`src/rtl/irq_pkg.sv`:
```
// Shared types and helpers for the interrupt request front-end.
package irq_pkg;

  // Default number of request sources; the highest index has the highest priority.
  localparam int N_SRC_DEFAULT = 3;

  // Widest source mask the helper functions accept. Callers zero-extend into it.
  localparam int MAX_SRC = 32;

  typedef logic [MAX_SRC-1:0] src_mask_t;

  // Index of the highest set bit of mask, or -1 when mask is all-zero.
  function automatic int top_index(src_mask_t mask);
    int idx;
    idx = -1;
    for (int i = 0; i < MAX_SRC; i++) begin
      if (mask[i]) idx = i;
    end
    return idx;
  endfunction

  // One-hot mask with bit idx set; all-zero for idx = -1 (or out of range).
  function automatic src_mask_t onehot(int idx);
    src_mask_t m;
    m = '0;
    for (int i = 0; i < MAX_SRC; i++) begin
      m[i] = (i == idx);
    end
    return m;
  endfunction

endpackage

```
`src/rtl/irq_arbiter_if.sv`:
```
// Request/grant bundle between the interrupt front-end and its CP0 neighbour.
//
// Handshake: exp_src is a level, not a pulse. It holds its one-hot value until
// the cycle in which take=1 is sampled at a rising clk edge; that edge moves
// the granted source from pending into in_service. take while exp_src=0 is a
// no-op. eret=1 sampled at an edge pops the highest in_service bit; eret while
// in_service=0 is a no-op. Both strobes are one clock wide per event.
interface irq_arbiter_if #(
  parameter int N_SRC = irq_pkg::N_SRC_DEFAULT
);
  logic [N_SRC-1:0] irq_in;
  logic             take;
  logic             eret;
  logic             ovr_clr;
  logic [N_SRC-1:0] exp_src;
  logic [N_SRC-1:0] pending;
  logic [N_SRC-1:0] in_service;
  logic [N_SRC-1:0] overrun;

  // Side that drives requests and CP0 strobes (system / testbench).
  modport master (
    output irq_in, take, eret, ovr_clr,
    input  exp_src, pending, in_service, overrun
  );

  // The arbiter itself.
  modport slave (
    input  irq_in, take, eret, ovr_clr,
    output exp_src, pending, in_service, overrun
  );
endinterface

```
`src/rtl/sync_edge.sv`:
```
// Multi-flop synchronizer for one asynchronous request line, followed by a
// history flop so a held level produces a single-cycle rise pulse.
module sync_edge #(
  parameter int SYNC_STAGES = 2
) (
  input  logic clk,
  input  logic reset,
  input  logic d,
  output logic rise
);

  logic [SYNC_STAGES-1:0] sync_q;
  logic                   hist_q;

  // Shift the raw line through the synchronizer; remember the last synced value.
  always_ff @(posedge clk or posedge reset) begin
    if (reset) begin
      sync_q <= '0;
      hist_q <= 1'b0;
    end else begin
      sync_q <= {sync_q[SYNC_STAGES-2:0], d};
      hist_q <= sync_q[SYNC_STAGES-1];
    end
  end

  // hist clears on reset, so a line held high across reset release counts as a new rise.
  assign rise = sync_q[SYNC_STAGES-1] & ~hist_q;

endmodule

```
`src/rtl/irq_arbiter.sv`:
```
// Interrupt request front-end for the CP0 exception block: latches request
// edges as pending, resolves priority against the nesting (in-service) mask
// and presents one granted source on exp_src.
module irq_arbiter
  import irq_pkg::*;
#(
  parameter int N_SRC       = N_SRC_DEFAULT,
  parameter int SYNC_STAGES = 2
) (
  input  logic          clk,
  input  logic          reset,
  irq_arbiter_if.slave  bus
);

  logic [N_SRC-1:0] rise;
  logic [N_SRC-1:0] pending_q;
  logic [N_SRC-1:0] in_service_q;
  logic [N_SRC-1:0] overrun_q;
  logic [N_SRC-1:0] eligible;
  logic [N_SRC-1:0] grant_vec;
  logic [N_SRC-1:0] top_bit;
  logic [N_SRC-1:0] take_clr;
  logic [N_SRC-1:0] eret_clr;
  int               level;
  int               grant_idx;

  // One synchronizer / edge detector per request line.
  for (genvar g = 0; g < N_SRC; g++) begin : g_src
    sync_edge #(
      .SYNC_STAGES(SYNC_STAGES)
    ) u_sync (
      .clk  (clk),
      .reset(reset),
      .d    (bus.irq_in[g]),
      .rise (rise[g])
    );
  end

  // Priority resolution from registered state only: a source is eligible when
  // it is pending and strictly above the highest source already in service.
  always_comb begin
    level    = top_index(src_mask_t'(in_service_q));
    eligible = '0;
    for (int i = 0; i < N_SRC; i++) begin
      eligible[i] = pending_q[i] && (i > level);
    end
    grant_idx = top_index(src_mask_t'(eligible));
    grant_vec = N_SRC'(onehot(grant_idx));
    top_bit   = N_SRC'(onehot(level));
    take_clr  = bus.take ? grant_vec : '0;
    eret_clr  = bus.eret ? top_bit : '0;
  end

  // Pending/overrun/nesting registers; new edges win over same-cycle clears.
  always_ff @(posedge clk or posedge reset) begin
    if (reset) begin
      pending_q    <= '0;
      in_service_q <= '0;
      overrun_q    <= '0;
    end else begin
      pending_q    <= (pending_q & ~take_clr) | rise;
      overrun_q    <= (bus.ovr_clr ? '0 : overrun_q) | (rise & pending_q & ~take_clr);
      in_service_q <= (in_service_q & ~eret_clr) | take_clr;
    end
  end

  assign bus.exp_src    = grant_vec;
  assign bus.pending    = pending_q;
  assign bus.in_service = in_service_q;
  assign bus.overrun    = overrun_q;

endmodule

```
`src/flat_wrapper.sv`:
```
// flat-port wrapper written by rule: the top's interface ports become plain ports
module irq_arbiter_flat import irq_pkg::*;
#(
  parameter int N_SRC       = N_SRC_DEFAULT,
  parameter int SYNC_STAGES = 2
)
  (clk, reset, bus_irq_in, bus_take, bus_eret, bus_ovr_clr, bus_exp_src, bus_pending, bus_in_service, bus_overrun);
  irq_arbiter_if #(.N_SRC(N_SRC)) bus_i ();
  input  logic clk;
  input  logic reset;
  input wire logic [$bits(bus_i.irq_in)-1:0] bus_irq_in;
  input wire logic [$bits(bus_i.take)-1:0] bus_take;
  input wire logic [$bits(bus_i.eret)-1:0] bus_eret;
  input wire logic [$bits(bus_i.ovr_clr)-1:0] bus_ovr_clr;
  output wire logic [$bits(bus_i.exp_src)-1:0] bus_exp_src;
  output wire logic [$bits(bus_i.pending)-1:0] bus_pending;
  output wire logic [$bits(bus_i.in_service)-1:0] bus_in_service;
  output wire logic [$bits(bus_i.overrun)-1:0] bus_overrun;
  assign bus_i.irq_in = bus_irq_in;
  assign bus_i.take = bus_take;
  assign bus_i.eret = bus_eret;
  assign bus_i.ovr_clr = bus_ovr_clr;
  assign bus_exp_src = bus_i.exp_src;
  assign bus_pending = bus_i.pending;
  assign bus_in_service = bus_i.in_service;
  assign bus_overrun = bus_i.overrun;
  irq_arbiter #(.N_SRC(N_SRC), .SYNC_STAGES(SYNC_STAGES)) u_core (.clk(clk), .reset(reset), .bus(bus_i));
endmodule
```
`config.mk`:
```
export PLATFORM = sky130hd
export DESIGN_NAME = irq_arbiter_flat
export DESIGN_NICKNAME = d
export VERILOG_FILES = /design/src/rtl/irq_pkg.sv /design/src/rtl/irq_arbiter_if.sv /design/src/rtl/sync_edge.sv /design/src/rtl/irq_arbiter.sv /design/src/flat_wrapper.sv
export SDC_FILE = /design/constraint.sdc
export NUM_CORES = 1
export LEC_CHECK = 0
export ABC_CLOCK_PERIOD_IN_PS = 1200
export CORE_MARGIN = 4
export CORE_UTILIZATION = 39
export DETAILED_ROUTE_END_ITERATION = 6
export PLACE_DENSITY = 0.72
export RECOVER_POWER = 100
export SLEW_MARGIN = 10
export SYNTH_ARGS = -nofsm -noshare
export SYNTH_HDL_FRONTEND = slang
export SYNTH_SLANG_ARGS = --single-unit
```
`constraint.sdc`:
```
create_clock -name clk -period 1.2 [get_ports clk]
set_input_delay 0.24 -clock clk [delete_from_list [all_inputs] [get_ports clk]]
set_output_delay 0.24 -clock clk [all_outputs]
set_load 0.01 [all_outputs]
```
; Word level (Yosys, flattened, before mapping)
; Cells that the tools add are included.
[classes]
eq_ne = 4
n_mux = 9
n_reduce_logical = 5
n_lt_le_gt_ge = 3
n_bitwise = 15
[op_table]
columns = op, n
row1 = $mux W32, 6
row2 = $eq A2 B32 Y1 const A, 2
row3 = $eq A3 B32 Y1 const A, 2
row4 = $logic_not A32 Y1, 2
row5 = $gt A1 B32 Y1 const A, 1
row6 = $gt A2 B32 Y1 const A, 1
row7 = $gt A3 B32 Y1 const A, 1
row8 = $and A3 B3 Y3, 4
row9 = $mux W3, 3
row10 = $or A3 B3 Y3, 3
row11 = $not A3 Y3, 2
row12 = $and A1 B1 Y1, 3
row13 = $logic_and A1 B1 Y1, 3
row14 = $not A1 Y1, 3
[totals]
ff_bits = 18

; Longest topological paths before layout
[depth]
depth_word = 13
mapped_depth = 3
depth_no_buf = 3

; Hierarchy
; From an unflattened synthesis, not the netlist that was laid out.
[hier_totals]
cells_unflattened = 52
area_unflattened_um2 = 698.2
[modules_own_cells]
columns = module, cells_per_inst, seq_area_each_um2, area_per_inst_um2, n_inst
row1 = irq_arbiter, 37, 225.2, 420.4, 1
row2 = sync_edge, 5, 75.1, 92.6, 3

; Least setup slack after synthesis
; No wires, ideal clock.
[synth_path]
path_kind = reg2reg
startpoint = reg u_core.in_service_q[2] (netlist: u_core.bus.in_service[2])
endpoint = reg u_core.overrun_q[0] (netlist: u_core.bus.overrun[0])
period_less_slack_ns = 1.246
n_path_buf = 0
stages_incl_launch_ff = 4
t_arrival_ns = 1.125
path_slack_ns = -0.046
cell_sequence = dfrtp_1 > nor4b_4 > nand2_2 > a32o_2
[synth_via]
elab_chain_cells = 11
[synth_rtl]
columns = element, line_no
row1 = from (decl), irq_arbiter.sv:17  ; logic [N_SRC-1:0] in_service_q;
row2 = from (signal assigned), irq_arbiter.sv:63  ; in_service_q <= (in_service_q & ~eret_clr) | take_clr;
row3 = $mux W32 *, irq_pkg.sv:17  ; if (mask[i]) idx = i;
row4 = $gt A1 B32 Y1, irq_arbiter.sv:45  ; eligible[i] = pending_q[i] && (i > level);
row5 = $logic_and A1 B1 Y1, irq_arbiter.sv:45
row6 = $mux W32 (2 in a row), irq_pkg.sv:17
row7 = $mux W32 *, irq_pkg.sv:17
row8 = $logic_not A32 Y1 *, irq_pkg.sv:27  ; m[i] = (i == idx);
row9 = $mux W3 *, irq_arbiter.sv:50  ; take_clr = bus.take ? grant_vec : '0;
row10 = $not A3 Y3 *, irq_arbiter.sv:62  ; overrun_q <= (bus.ovr_clr ? '0 : overrun_q) | (rise & pending_q & ~take_clr);
row11 = $and A3 B3 Y3 *, irq_arbiter.sv:62
row12 = $or A3 B3 Y3 *, irq_arbiter.sv:62
row13 = to (signal assigned), irq_arbiter.sv:62
row14 = to (decl), irq_arbiter.sv:18  ; logic [N_SRC-1:0] overrun_q;
; Mark *: on every way between the ends. The rest lies on a longest branch, timed or not.

; Final worst setup path
; Ends and elaborated chain as after synthesis.

==> summary.md <==
| Metric | Value |
|---|---|
| Run status | finished, violations left |
| Violated checks | setup timing |
| Share of total power in the clock network | 18.8% |
| Layer with the highest usage after global routing | met2 |
| Remaining global-route overflow | 0 |
| Buffer levels on the longest clock path | 2 |
| Total track usage | 12.04% |
| Max-slew headroom | 72.50% |
| Worst Path Class, Setup | flip-flop to flip-flop |
| Core outline area | 1524 µm² |
| Number of global-route vias before repair | 509 |
| Power density normalized to cell area | 1703 nW/µm² |
| Number of antenna diodes | 0 |
| Switching power as a share of total power | 27.50% |
| Synth Instances | 46 |
| Total number of nets in the final design | 99 |
| Post-Synth XOR/XNOR Area | 0% |
| Fill cell instance count of the final layout | 118 |
| Detailed-router iteration count before antenna repair | 2 |
| Most numerous cell in the Yosys netlist | sky130_fd_sc_hd__dfrtp_1 |
| TritonCTS clock tree | built |
| CTS H-tree lvls | 1 |
| Number of cell instances on the worst register-to-register path | 5 |
| Adder and majority gate portion of the synthesized area | 0% |
| Count of maximum capacitance violations | 0 |
| Max Transition Viols Final | 0 |
| Longest individual stage delay on the worst path | 0.41 ns |
| Final ANT Viol Nets | 0 |
| Final period utilization | 120.2% |
| Die Y | 48.49 µm |
| Proportion of register bits with asynchronous set or reset after synthesis | 100.0% |
| Synthesized-area fraction occupied by and/or/nand/nor cells | 16.63% |
| Startpoint type of the worst setup path | flip-flop |
| Final standard cell count with taps included and fillers excluded | 106 |
| Part of the power in combinational logic | 40.5% |
| Peak supply drop | 1.105 mV |
| Cell depth of the worst min-delay path | 0 |
| First-pass GRT wire length | 2249 µm |
| Final weighted congestion of routability-driven global placement | 0.7381 |
| M3 GR Usage | 3.067% |
| Compound-gate portion of the synthesized area | 10.57% |
| Area Overhead vs Synth | 69.47% |
| DR DRC count | 0 |
| Top cell type by total area after synthesis | sky130_fd_sc_hd__dfrtp_1 |
| Worst Path Required | 1.37 ns |
| Wire per inst | 12.52 µm |
| Post-Syn Area | 639.4 µm² |
| P_int | 1338 µW |
| Clock transition at the registers of the reported paths | 0.09 ns |
| Crit path DAT | 1.61 ns |
| Class of the tightest hold or removal check | flip-flop to flip-flop |
| Sink count of the clock tree | 18 |
| Number of warnings printed during yosys synthesis | 0 |
| Upper clock frequency limit | 693.3 MHz |
| GR Layer Usage met1 | 11.54% |
| Minimum clock period | 1.442 ns |
| Worst Tran Pin Value | 0.4126 ns |
| TritonCTS buffer count | 3 |
| Number of input and output port buffers inserted | 19 |
| Most instantiated cells after synthesis | sky130_fd_sc_hd__dfrtp_1, sky130_fd_sc_hd__inv_1, sky130_fd_sc_hd__nand2_1 |
| Floorplan row count | 14 |
| Global-route track usage on met2 | 24.57% |
| Cell chain of the critical path | buf_6 > buf_6 > nor4b_4 > nand2_2 > a32o_2 |
| # setup viols final | 14 |
| Clock tree root driver cell | sky130_fd_sc_hd__clkbuf_4 |
| Clock Skew | 0.001646 ns |
| Sequential Power Share | 40.7% |
| Syn Nets | 54 |
| Vias after detailed routing | 496 |
| Post-detailed-route via-to-cell ratio | 4.679 |
| Sequential fraction of the synthesis area | 70.45% |
| DP Worst Slack | -0.3408 ns |
| Top-level I/O count | 20 |
| Detailed Route Iter0 Violations | 1 |
| Cell variety after synth | 19 |
| Area share of the largest cell type after synthesis | 70.45% |
| Setup repair after global routing missed its margin | yes |
| Most area-consuming cells after synthesis | sky130_fd_sc_hd__dfrtp_1, sky130_fd_sc_hd__nor4b_4, sky130_fd_sc_hd__nand2b_1 |
| Share of synthesized area spent on multiplexers | 0% |
| Number of placed instances, taps included | 93 |
| Switching power total | 507.5 µW |
| Number of synthesized flops with an enable pin | 0 |
| Flip-flop cell with the highest count after synthesis | sky130_fd_sc_hd__dfrtp_1 |
| Total power | 1845 µW |
| Worst setup slack after layout | -0.2424 ns |
| Nature of the critical path endpoint | flip-flop |
| Wirelength, routed | 1327 µm |
| Share of final-layout standard cells stronger than drive strength 1 | 46.67% |
| Number of flip-flops and latches in the synthesized netlist | 18 |
| Die Wd | 48.49 µm |
| Main combinational cell family by area after synthesis | simple AND/OR/NAND/NOR gates |
| Syn avg cell area | 13.90 µm² |
| Final Hold Viols | 0 |
| Total Die Area | 2351 µm² |
| Leakage | 0.0005370 µW |
| Maximum fanout along the worst path | 4 |
| Largest net degree at the start of global routing | 19 |
| Cell mode on critical path | sky130_fd_sc_hd__buf_6 |
| Number of antenna violations at the first check in global routing | 0 |
| Worst-Skew Late Latency | 0.28 ns |
| Initial core utilization | 41.95% |
| Critical Path Slowest Stage Cell | sky130_fd_sc_hd__dfrtp_1 |
layout by cell type (no fill, tap or decap), types with 2 or more instances in the layout:
| cell | netlist | final |
|---|---|---|
| sky130_fd_sc_hd__nand2_1 | 4 | 4 |
| sky130_fd_sc_hd__inv_1 | 4 | 4 |
| sky130_fd_sc_hd__clkbuf_1 | 0 | 2 |
| sky130_fd_sc_hd__buf_4 | 0 | 10 |
| sky130_fd_sc_hd__dlygate4sd3_1 | 0 | 4 |
| sky130_fd_sc_hd__clkdlybuf4s15_1 | 0 | 2 |
| sky130_fd_sc_hd__clkbuf_2 | 0 | 2 |
| sky130_fd_sc_hd__clkdlybuf4s50_1 | 0 | 3 |
| sky130_fd_sc_hd__buf_2 | 0 | 2 |
| sky130_fd_sc_hd__nand2b_1 | 3 | 3 |
| sky130_fd_sc_hd__clkbuf_4 | 0 | 3 |
| sky130_fd_sc_hd__o2bb2ai_1 | 2 | 2 |
| sky130_fd_sc_hd__dfrtp_1 | 18 | 17 |
| sky130_fd_sc_hd__buf_6 | 0 | 14 |
kinds of logic (layout without fill, tap and decap cells):
group,count (synthesis),after routing
AO/OA/AOI/OAI,8,8
buffers and inverters,4,48
flip-flops,18,18
AND/OR/NAND/NOR,16,16
worst paths after layout:
path                                                  startpoint                          endpoint  slack [ns]
min in group asynchronous                                  reset  u_core.g_src[1].u_sync.sync_q[0]        0.46
worst max-delay path                    u_core.bus.in_service[2]             u_core.bus.overrun[0]       -0.24
worst max register to register          u_core.bus.in_service[2]             u_core.bus.overrun[0]       -0.24
worst min register to register  u_core.g_src[2].u_sync.sync_q[0]  u_core.g_src[2].u_sync.sync_q[1]        0.36
max in group asynchronous                                  reset          u_core.bus.in_service[1]        0.42
worst min-delay path            u_core.g_src[2].u_sync.sync_q[0]  u_core.g_src[2].u_sync.sync_q[1]        0.36
flip-flops by register name, summed over array words and instances, names as in the netlist:
name,count
u_core.bus.pending,3
u_core.bus.overrun,3
u_core.g_src.u_sync.sync_q,6
u_core.g_src.u_sync.hist_q,3
u_core.bus.in_service,3
cell type report:
cell class	count	area, µm²	area share (%)
clock buffer	4	36.28	3.349
inverter	4	15.01	1.386
multi-input combinational	24	190.2	17.55
sequential	18	451.7	41.69
tap	16	20.02	1.848
timing repair buffer	40	370.4	34.18
power by group through the flow:
stage	registers [µW]	logic, µW	clock network (µW)
2_1_floorplan	819	157	0
3_3_place_gp	749	590	0
3_5_place_dp	755	609	0
4_1_cts	749	680	363
5_1_grt	764	803	389
6_report	751	747	346
repair_timing:
| action | in CTS | in global routing |
|---|---|---|
| gates resized for setup | 53 | 10 |
| pin swaps | 11 | 4 |
| buffers inserted | 6 | 4 |
| endpoints found under the hold margin | 0 | 0 |
| endpoints found under the setup margin | 18 | 21 |
| hold buffers | 0 | 0 |
stage by stage:
stage / setup TNS [ns] / util (%) / hold slack [ns] / instance area [µm²]
after floorplan: -0.02320 / - / 0.1785 / 640.6
after global placement: -2.429 / 61.74 / 0.3346 / 940.9
after detailed placement: -2.759 / 61.74 / 0.3379 / 940.9
after CTS: -2.026 / 68.72 / 0.2566 / 1047
after global routing: -3.194 / 71.10 / 0.3813 / 1084
final: -2.157 / 71.10 / 0.3576 / 1084
worst max-delay path: cells and delay by family, from the launching register on:
family	cells	cell delay, ns
AOI/OAI and AO/OA	1	0.25
DFF	1	0.41
buffers and inverters	2	0.25
and+or+nand+nor	2	0.43
metal layers:
metal	wire length [µm]	part of all wire, %
met3	90	6.8
met4	0	0
met2	763	57
met1	474	36
met5	0	0
Note: power is estimated with default switching activity, not from simulation.
